===== config.mk =====
export PLATFORM = sky130hd
export DESIGN_NAME = overcurrent_detect
export DESIGN_NICKNAME = d
export VERILOG_FILES = /design/src/rtl/oc_pkg.sv /design/src/rtl/oc_avg_filter.sv /design/src/rtl/overcurrent_detect.sv
export SDC_FILE = /design/constraint.sdc
export NUM_CORES = 1
export LEC_CHECK = 0
export CAP_MARGIN = 15
export CORE_ASPECT_RATIO = 1.5
export CORE_MARGIN = 4
export CORE_UTILIZATION = 30
export DETAILED_ROUTE_END_ITERATION = 12
export GPL_TIMING_DRIVEN = 1
export REMOVE_ABC_BUFFERS = 1
export SETUP_SLACK_MARGIN = 0.05
export SLEW_MARGIN = 20
export SYNTH_ARGS = -nofsm -noshare
export SYNTH_HDL_FRONTEND = slang
export SYNTH_SLANG_ARGS = --single-unit

===== constraint.sdc =====
create_clock -name clk -period 4.7 [get_ports clk]
set_input_delay 0.94 -clock clk [delete_from_list [all_inputs] [get_ports clk]]
set_output_delay 0.94 -clock clk [all_outputs]
set_load 0.01 [all_outputs]

===== src/rtl/oc_pkg.sv =====
// -----------------------------------------------------------------------------
// oc_pkg
// Shared types and defaults for the phase over-current detector.
//   oc_state_t : detector operating state (INIT fill, RUN compare, FAULT).
//   DEF_*      : default sample width, window, thresholds, blanking, timeout.
//   sum_width  : width of the running sum for a given sample width/window.
// -----------------------------------------------------------------------------
package oc_pkg;

  typedef enum logic [1:0] {
    INIT  = 2'd0,
    RUN   = 2'd1,
    FAULT = 2'd2
  } oc_state_t;

  localparam int DEF_SAMPLE_W     = 12;
  localparam int DEF_AVG_LOG2     = 3;
  localparam int DEF_TRIP_TH      = 2000;
  localparam int DEF_CLEAR_TH     = 1500;
  localparam int DEF_BLANK_CYCLES = 50;
  localparam int DEF_ADC_TIMEOUT  = 1000;

  // Summing 2^avg_log2 unsigned samples needs avg_log2 extra bits, so the
  // running sum can never overflow.
  function automatic int sum_width(input int sample_w, input int avg_log2);
    return sample_w + avg_log2;
  endfunction

endpackage


===== src/rtl/oc_avg_filter.sv =====
// -----------------------------------------------------------------------------
// oc_avg_filter
// Moving-average filter over the last 2^AVG_LOG2 accepted samples.
//   clk, rst_n : clock, asynchronous active-low reset
//   i_clear    : synchronous clear of buffer, pointer, sum and average
//   i_load     : write i_sample into the window this cycle
//   i_sample   : unsigned sample
//   o_avg      : registered window average (sum >> AVG_LOG2)
// -----------------------------------------------------------------------------
module oc_avg_filter
  import oc_pkg::*;
#(
  parameter int SAMPLE_W = DEF_SAMPLE_W,
  parameter int AVG_LOG2 = DEF_AVG_LOG2
) (
  input  logic                clk,
  input  logic                rst_n,
  input  logic                i_clear,
  input  logic                i_load,
  input  logic [SAMPLE_W-1:0] i_sample,
  output logic [SAMPLE_W-1:0] o_avg
);

  localparam int SUM_W = sum_width(SAMPLE_W, AVG_LOG2);
  localparam int DEPTH = 1 << AVG_LOG2;

  logic [SAMPLE_W-1:0] r_buf [DEPTH];
  logic [AVG_LOG2-1:0] r_ptr;
  logic [SUM_W-1:0]    r_sum;
  logic [SAMPLE_W-1:0] r_avg;
  logic [SUM_W-1:0]    w_sum_next;

  // The slot at r_ptr holds the oldest sample; the sum always contains it,
  // so the subtraction cannot underflow. Zero-extension only, never sign.
  assign w_sum_next = r_sum - SUM_W'(r_buf[r_ptr]) + SUM_W'(i_sample);

  // NOTE: the buffer is reset along with the sum because the running sum is
  // only correct if every slot it subtracts really holds what was added.
  // NOTE: sequential state uses non-blocking assignments so every register
  // samples pre-edge values, independent of statement order.
  always_ff @(posedge clk or negedge rst_n) begin
    if (!rst_n) begin
      for (int i = 0; i < DEPTH; i++) r_buf[i] <= '0;
      r_ptr <= '0;
      r_sum <= '0;
      r_avg <= '0;
    end else if (i_clear) begin
      for (int i = 0; i < DEPTH; i++) r_buf[i] <= '0;
      r_ptr <= '0;
      r_sum <= '0;
      r_avg <= '0;
    end else if (i_load) begin
      r_buf[r_ptr] <= i_sample;
      r_ptr        <= r_ptr + AVG_LOG2'(1);
      r_sum        <= w_sum_next;
      r_avg        <= w_sum_next[SUM_W-1:AVG_LOG2];
    end
  end

  assign o_avg = r_avg;

endmodule


===== src/rtl/overcurrent_detect.sv =====
// -----------------------------------------------------------------------------
// overcurrent_detect
// Filters phase-current ADC samples and produces the over-current level for
// the I2t integrator, with PWM-edge blanking and an ADC-silence fail-safe.
//   clk, rst_n   : clock, asynchronous active-low reset
//   pwm_edge     : one-cycle pulse at each PWM switching edge
//   adc_valid    : adc_data valid
//   adc_data     : unsigned current sample
//   adc_ready    : block can accept a sample
//   over_current : filtered over-current level (hysteresis), to I2t
//   i_avg        : current moving average
//   adc_fault    : ADC sample timeout active
// -----------------------------------------------------------------------------
module overcurrent_detect
  import oc_pkg::*;
#(
  parameter int SAMPLE_W     = DEF_SAMPLE_W,
  parameter int AVG_LOG2     = DEF_AVG_LOG2,
  parameter int TRIP_TH      = DEF_TRIP_TH,
  parameter int CLEAR_TH     = DEF_CLEAR_TH,
  parameter int BLANK_CYCLES = DEF_BLANK_CYCLES,
  parameter int ADC_TIMEOUT  = DEF_ADC_TIMEOUT
) (
  input  logic                clk,
  input  logic                rst_n,
  input  logic                pwm_edge,
  input  logic                adc_valid,
  input  logic [SAMPLE_W-1:0] adc_data,
  output logic                adc_ready,
  output logic                over_current,
  output logic [SAMPLE_W-1:0] i_avg,
  output logic                adc_fault
);

  if (CLEAR_TH >= TRIP_TH) begin : g_bad_thresholds
    $error("overcurrent_detect: CLEAR_TH must be below TRIP_TH");
  end

  localparam int BLANK_W = $clog2(BLANK_CYCLES + 1);
  localparam int TO_W    = $clog2(ADC_TIMEOUT + 1);
  localparam int FILL_W  = AVG_LOG2 + 1;

  localparam logic [BLANK_W-1:0] BLANK_LOAD = BLANK_W'(BLANK_CYCLES);
  localparam logic [TO_W-1:0]    TO_LIMIT   = TO_W'(ADC_TIMEOUT);
  localparam logic [FILL_W-1:0]  FILL_LAST  = FILL_W'((1 << AVG_LOG2) - 1);
  localparam logic [31:0]        TRIP_V     = 32'(TRIP_TH);
  localparam logic [31:0]        CLEAR_V    = 32'(CLEAR_TH);

  logic               r_adc_ready;
  logic [BLANK_W-1:0] r_blank_cnt;
  logic [TO_W-1:0]    r_to_cnt;
  oc_state_t          r_state;
  logic [FILL_W-1:0]  r_fill_cnt;
  logic               r_over_current;
  logic               r_adc_fault;

  logic                w_accept;
  logic                w_blanked;
  logic                w_load;
  logic                w_timeout;
  logic                w_enter_fault;
  logic [SAMPLE_W-1:0] w_avg;
  logic [31:0]         w_avg_ext;

  assign w_accept  = adc_valid && r_adc_ready;
  assign w_blanked = (r_blank_cnt != '0);
  // Blanked samples still complete the handshake but never reach the filter.
  assign w_load    = w_accept && !w_blanked;
  // A sample arriving in the cycle the limit is reached pre-empts the fault.
  assign w_timeout     = (r_to_cnt == TO_LIMIT) && !w_accept;
  assign w_enter_fault = w_timeout && (r_state != FAULT);
  assign w_avg_ext     = 32'(w_avg);

  oc_avg_filter #(
    .SAMPLE_W (SAMPLE_W),
    .AVG_LOG2 (AVG_LOG2)
  ) u_avg_filter (
    .clk      (clk),
    .rst_n    (rst_n),
    .i_clear  (w_enter_fault),
    .i_load   (w_load),
    .i_sample (adc_data),
    .o_avg    (w_avg)
  );

  // Handshake, blanking and timeout bookkeeping, identical in every state.
  always_ff @(posedge clk or negedge rst_n) begin
    if (!rst_n) begin
      r_adc_ready <= 1'b1;
      r_blank_cnt <= '0;
      r_to_cnt    <= '0;
    end else begin
      // One dead cycle after each accept while the sum updates.
      r_adc_ready <= !w_accept;

      if (pwm_edge) begin
        r_blank_cnt <= BLANK_LOAD;
      end else if (w_blanked) begin
        r_blank_cnt <= r_blank_cnt - BLANK_W'(1);
      end

      // Saturates at the limit so a long silence cannot wrap back to safe.
      if (w_accept) begin
        r_to_cnt <= '0;
      end else if (r_to_cnt != TO_LIMIT) begin
        r_to_cnt <= r_to_cnt + TO_W'(1);
      end
    end
  end

  // Operating state with registered outputs and the hysteresis comparator.
  always_ff @(posedge clk or negedge rst_n) begin
    if (!rst_n) begin
      r_state        <= INIT;
      r_fill_cnt     <= '0;
      r_over_current <= 1'b0;
      r_adc_fault    <= 1'b0;
    end else begin
      case (r_state)
        INIT: begin
          r_over_current <= 1'b0;
          if (w_enter_fault) begin
            r_state        <= FAULT;
            r_fill_cnt     <= '0;
            r_over_current <= 1'b1;
            r_adc_fault    <= 1'b1;
          end else if (w_load) begin
            r_fill_cnt <= r_fill_cnt + FILL_W'(1);
            // The comparator first runs next cycle, on the average that
            // already contains this last fill sample.
            if (r_fill_cnt == FILL_LAST) r_state <= RUN;
          end
        end
        RUN: begin
          if (w_enter_fault) begin
            r_state        <= FAULT;
            r_fill_cnt     <= '0;
            r_over_current <= 1'b1;
            r_adc_fault    <= 1'b1;
          end else if (w_avg_ext >= TRIP_V) begin
            r_over_current <= 1'b1;
          end else if (w_avg_ext <= CLEAR_V) begin
            r_over_current <= 1'b0;
          end
        end
        FAULT: begin
          // Any sample proves the ADC is alive again; only an unblanked one
          // is also the first fill sample of the fresh window.
          if (w_accept) begin
            r_state        <= INIT;
            r_over_current <= 1'b0;
            r_adc_fault    <= 1'b0;
            r_fill_cnt     <= w_load ? FILL_W'(1) : '0;
          end
        end
        default: r_state <= INIT;
      endcase
    end
  end

  assign adc_ready    = r_adc_ready;
  assign over_current = r_over_current;
  assign i_avg        = w_avg;
  assign adc_fault    = r_adc_fault;

endmodule


==> out/metrics.csv <==
metric;value;unit
run_status;finished, final reports clean;
synthXorXnorAreaFrac;0.0212;
cts_sinks;139;
worst-path-buf-inv;2;
cts_hold_buf;0;
crit_path_start_kind;flop;
finalSetupTns;0;ns
synth.most_common_cell;nand2_1;
grt_pass1_wl;32900;um
vias;6185;
io_buffer_count;30;
timing.rr.start;u_avg_filter.r_ptr[1];
insertion_delay;0.42;ns
top_layer;met4;
finalCriticalPeriod;4.11;ns
cts_resized;0;
cp_top_family;compound AO/OA/AOI/OAI gates;
ys_ff_latch;139;
drv_slew;0;
synth_cell_type_count;59;
critical_path_class;flop to flop;
max_stage_delay;0.64;ns
grt_use_total;0.142;
final_util;0.351;
yosys_warnings;0;
crit_required;5.03;ns
synth_cells;865;
numCtsBuffers;17;
synth_top_area_share;0.440;
wl_per_cell;16.6;um
synth-async-reset-ratio;1.00;
ys.flop_type;dfrtp_1;
ctsRootBufferMaster;clkbuf_16;
relSlewSlack;0.373;
rsz0062_at_grt;false;
tightest_slew;0.938;ns
r2r_end;u_avg_filter.o_avg[11];
initial_core_util;0.304;
holdPathStages;1;
post-route-period-util;0.875;
worstHoldStart;u_avg_filter.r_buf[28];
cts_tree;yes;
wl_met3;794;um
wl_met1;8620;um
synth-simple-area-share;0.157;
cts_max_level;4;
drt_iter0_markers;498;
fin_nets;923;
drive_gt1_frac;0.0940;
post-cts-setup-buffers;0;
hold_viol_final;0;
synth_area_leaders;dfrtp_1 44%, nand2_1 7.5%, o21ai_0 5.3%;
synth.avg_cell_area;9.06;sq um
critPathArrivalTime;4.45;ns
ys_seq_area_frac;0.444;
pwr_density_cell;305;mW/mm^2
wirelength;20100;um
reg2reg_slack;0.59;ns
drc_errors;0;
cp_slowest_cell;dfrtp_1;
drv_cap;0;
synth_top_family_by_area;compound AO/OA/AOI/OAI gates;
dpl-instance-area;0.00847;sq mm
worstHoldPathType;flop to flop;
core;0.0258;sq mm
timing.fmax;243;MHz
ff2ff_path_depth;13;
first_global_vias;6211;
route.met2.wl;10200;um
gr-total-overflow;0;
muxShareOfSynthArea;0.0453;
stdcell_area;0.00904;sq mm
rows;72;
die_h;206;um
setup_viol;0;
vias_per_cell;5.09;
die_area;0.0288;sq mm
yosys.area_share.adder;0.0705;
dr.pass1.iters;5;
clockBufferDepth;2;
critPathMaxFanout;17;
postRouteAntennaNets;0;
synth_common_cells;156 x nand2_1, 138 x dfrtp_1, 83 x o21ai_0;
die_w;140;um
p_leak;3.91;nW
fin_worst_skew;0.00880;ns
grt_max_degree;85;
area.growth.synth_to_final;15.3;%
grt_antenna_before_repair;0;
dp_hpwl;13900;um
syn-cell-area;0.00784;sq mm
endpoint_kind;flop;
yosysTopAreaCell;dfrtp_1;
top_level_ports;31;
diodes;0;
crit_start;u_avg_filter.r_ptr[1];
gp_congestion;0.849;
min_to;u_avg_filter.r_buf[28];
crit_chain;buf_4 > nor2_1 > a221oi_1 > o21ai_0 > fa_1 > inv_1 > ha_1 > a211o_1 > a21oi_1 > nor4b_1 > o41a_1 > o21a_1 > o31ai_1;
clkSlewWorstSetupHoldPaths;0.06;ns
synth-compound-area-share;0.185;
ir_worst_vdd;0.000192;V
synth_edf_count;0;
fillers;2656;
==> power by group <==
| part | internal [mW] | leakage, nW | switching, mW | total (mW) |
|---|---|---|---|---|
| Clock | 0.788 | 0.278 | 0.522 | 1.31 |
| Sequential | 1.21 | 1.91 | 0.0156 | 1.23 |
| Combinational | 0.0855 | 1.72 | 0.131 | 0.216 |
| Total | 2.09 | 3.91 | 0.668 | 2.75 |
==> state kept, by name (all words and copies together) (netlist names) <==
| name | count |
|---|---|
| over_current | 1 |
| u_avg_filter.r_sum | 3 |
| adc_ready | 1 |
| r_to_cnt | 10 |
| r_state | 2 |
| r_fill_cnt | 4 |
| adc_fault | 1 |
| u_avg_filter.r_ptr | 3 |
| u_avg_filter.o_avg | 12 |
| u_avg_filter.r_buf | 96 |
| r_blank_cnt | 6 |
==> layer usage <==
metal | vias up | track usage
met5 | - | 0
met1 | 3046 | 0.174
met2 | 130 | 0.249
met3 | 25 | 0.0259
met4 | 0 | 0.0547
li1 | 2984 | -
==> per-stage QoR <==
| stage | instances | power [mW] | setup slack [ns] | hold slack, ns |
|---|---|---|---|---|
| 2_1_floorplan | 790 | 1.37 | 0.372 | 0.461 |
| 3_3_place_gp | 1184 | 1.47 | 0.438 | 0.478 |
| 3_5_place_dp | 1184 | 1.47 | 0.402 | 0.480 |
| 4_1_cts | 1216 | 2.78 | 0.609 | 0.503 |
| 5_1_grt | 1216 | 2.87 | 0.248 | 0.508 |
| 6_report | 1216 | 2.75 | 0.586 | 0.497 |
==> cell families (layout without fill, tap and decap cells) <==
logic type	after synthesis	in the layout
AND/OR/NAND/NOR	277	277
AO/OA/AOI/OAI	231	231
flip-flops	139	139
buffers and inverters	137	155
adder cells (fa/ha/maj)	37	37
multiplexers	25	25
XOR/XNOR	19	19
==> how the worst max path moves through the flow <==
| stage | cells past startpoint | slack [ns] | to |
|---|---|---|---|
| finish | 13 | 0.59 | u_avg_filter.o_avg[11] |
| global route | 14 | 0.25 | u_avg_filter.o_avg[11] |
| CTS | 13 | 0.61 | u_avg_filter.o_avg[11] |
| detailed placement | 11 | 0.40 | u_avg_filter.o_avg[11] |
| global placement | 11 | 0.44 | u_avg_filter.o_avg[11] |
| floorplan | 4 | 0.37 | u_avg_filter.r_buf[84] |
==> layout make-up <==
type,instances,area [sq um],share of cell area
multi-input combinational,589,3770,0.417
sequential,139,3480,0.385
timing repair buffer,61,572,0.0632
clock buffer,19,443,0.0490
tap,333,417,0.0461
inverter,62,233,0.0257
clock inverter,13,126,0.0140
==> layout by cell type, fill, tap and decap left out, types with 7 or more instances in the layout <==
cell             synthesis  final
nand2_1                156    156
dfrtp_1                138    138
o21ai_0                 83     83
inv_1                   61     61
nand3_1                 39     39
a21oi_1                 31     31
nor2_1                  29     29
clkdlybuf4s50_1          0     29
buf_4                   13     28
a22o_1                  26     26
ha_1                    25     25
o21ai_1                 24     24
clkbuf_16                0     17
nor3_1                  14     14
mux2i_1                 13     13
xor2_1                  12     12
fa_1                    12     12
a21o_1                  10     10
o31ai_1                  9      9
mux4_2                   8      8
and3_1                   8      8
a22oi_1                  7      7
xnor2_1                  7      7
clkinv_2                 0      7
Power figures use the tool's default switching activity.
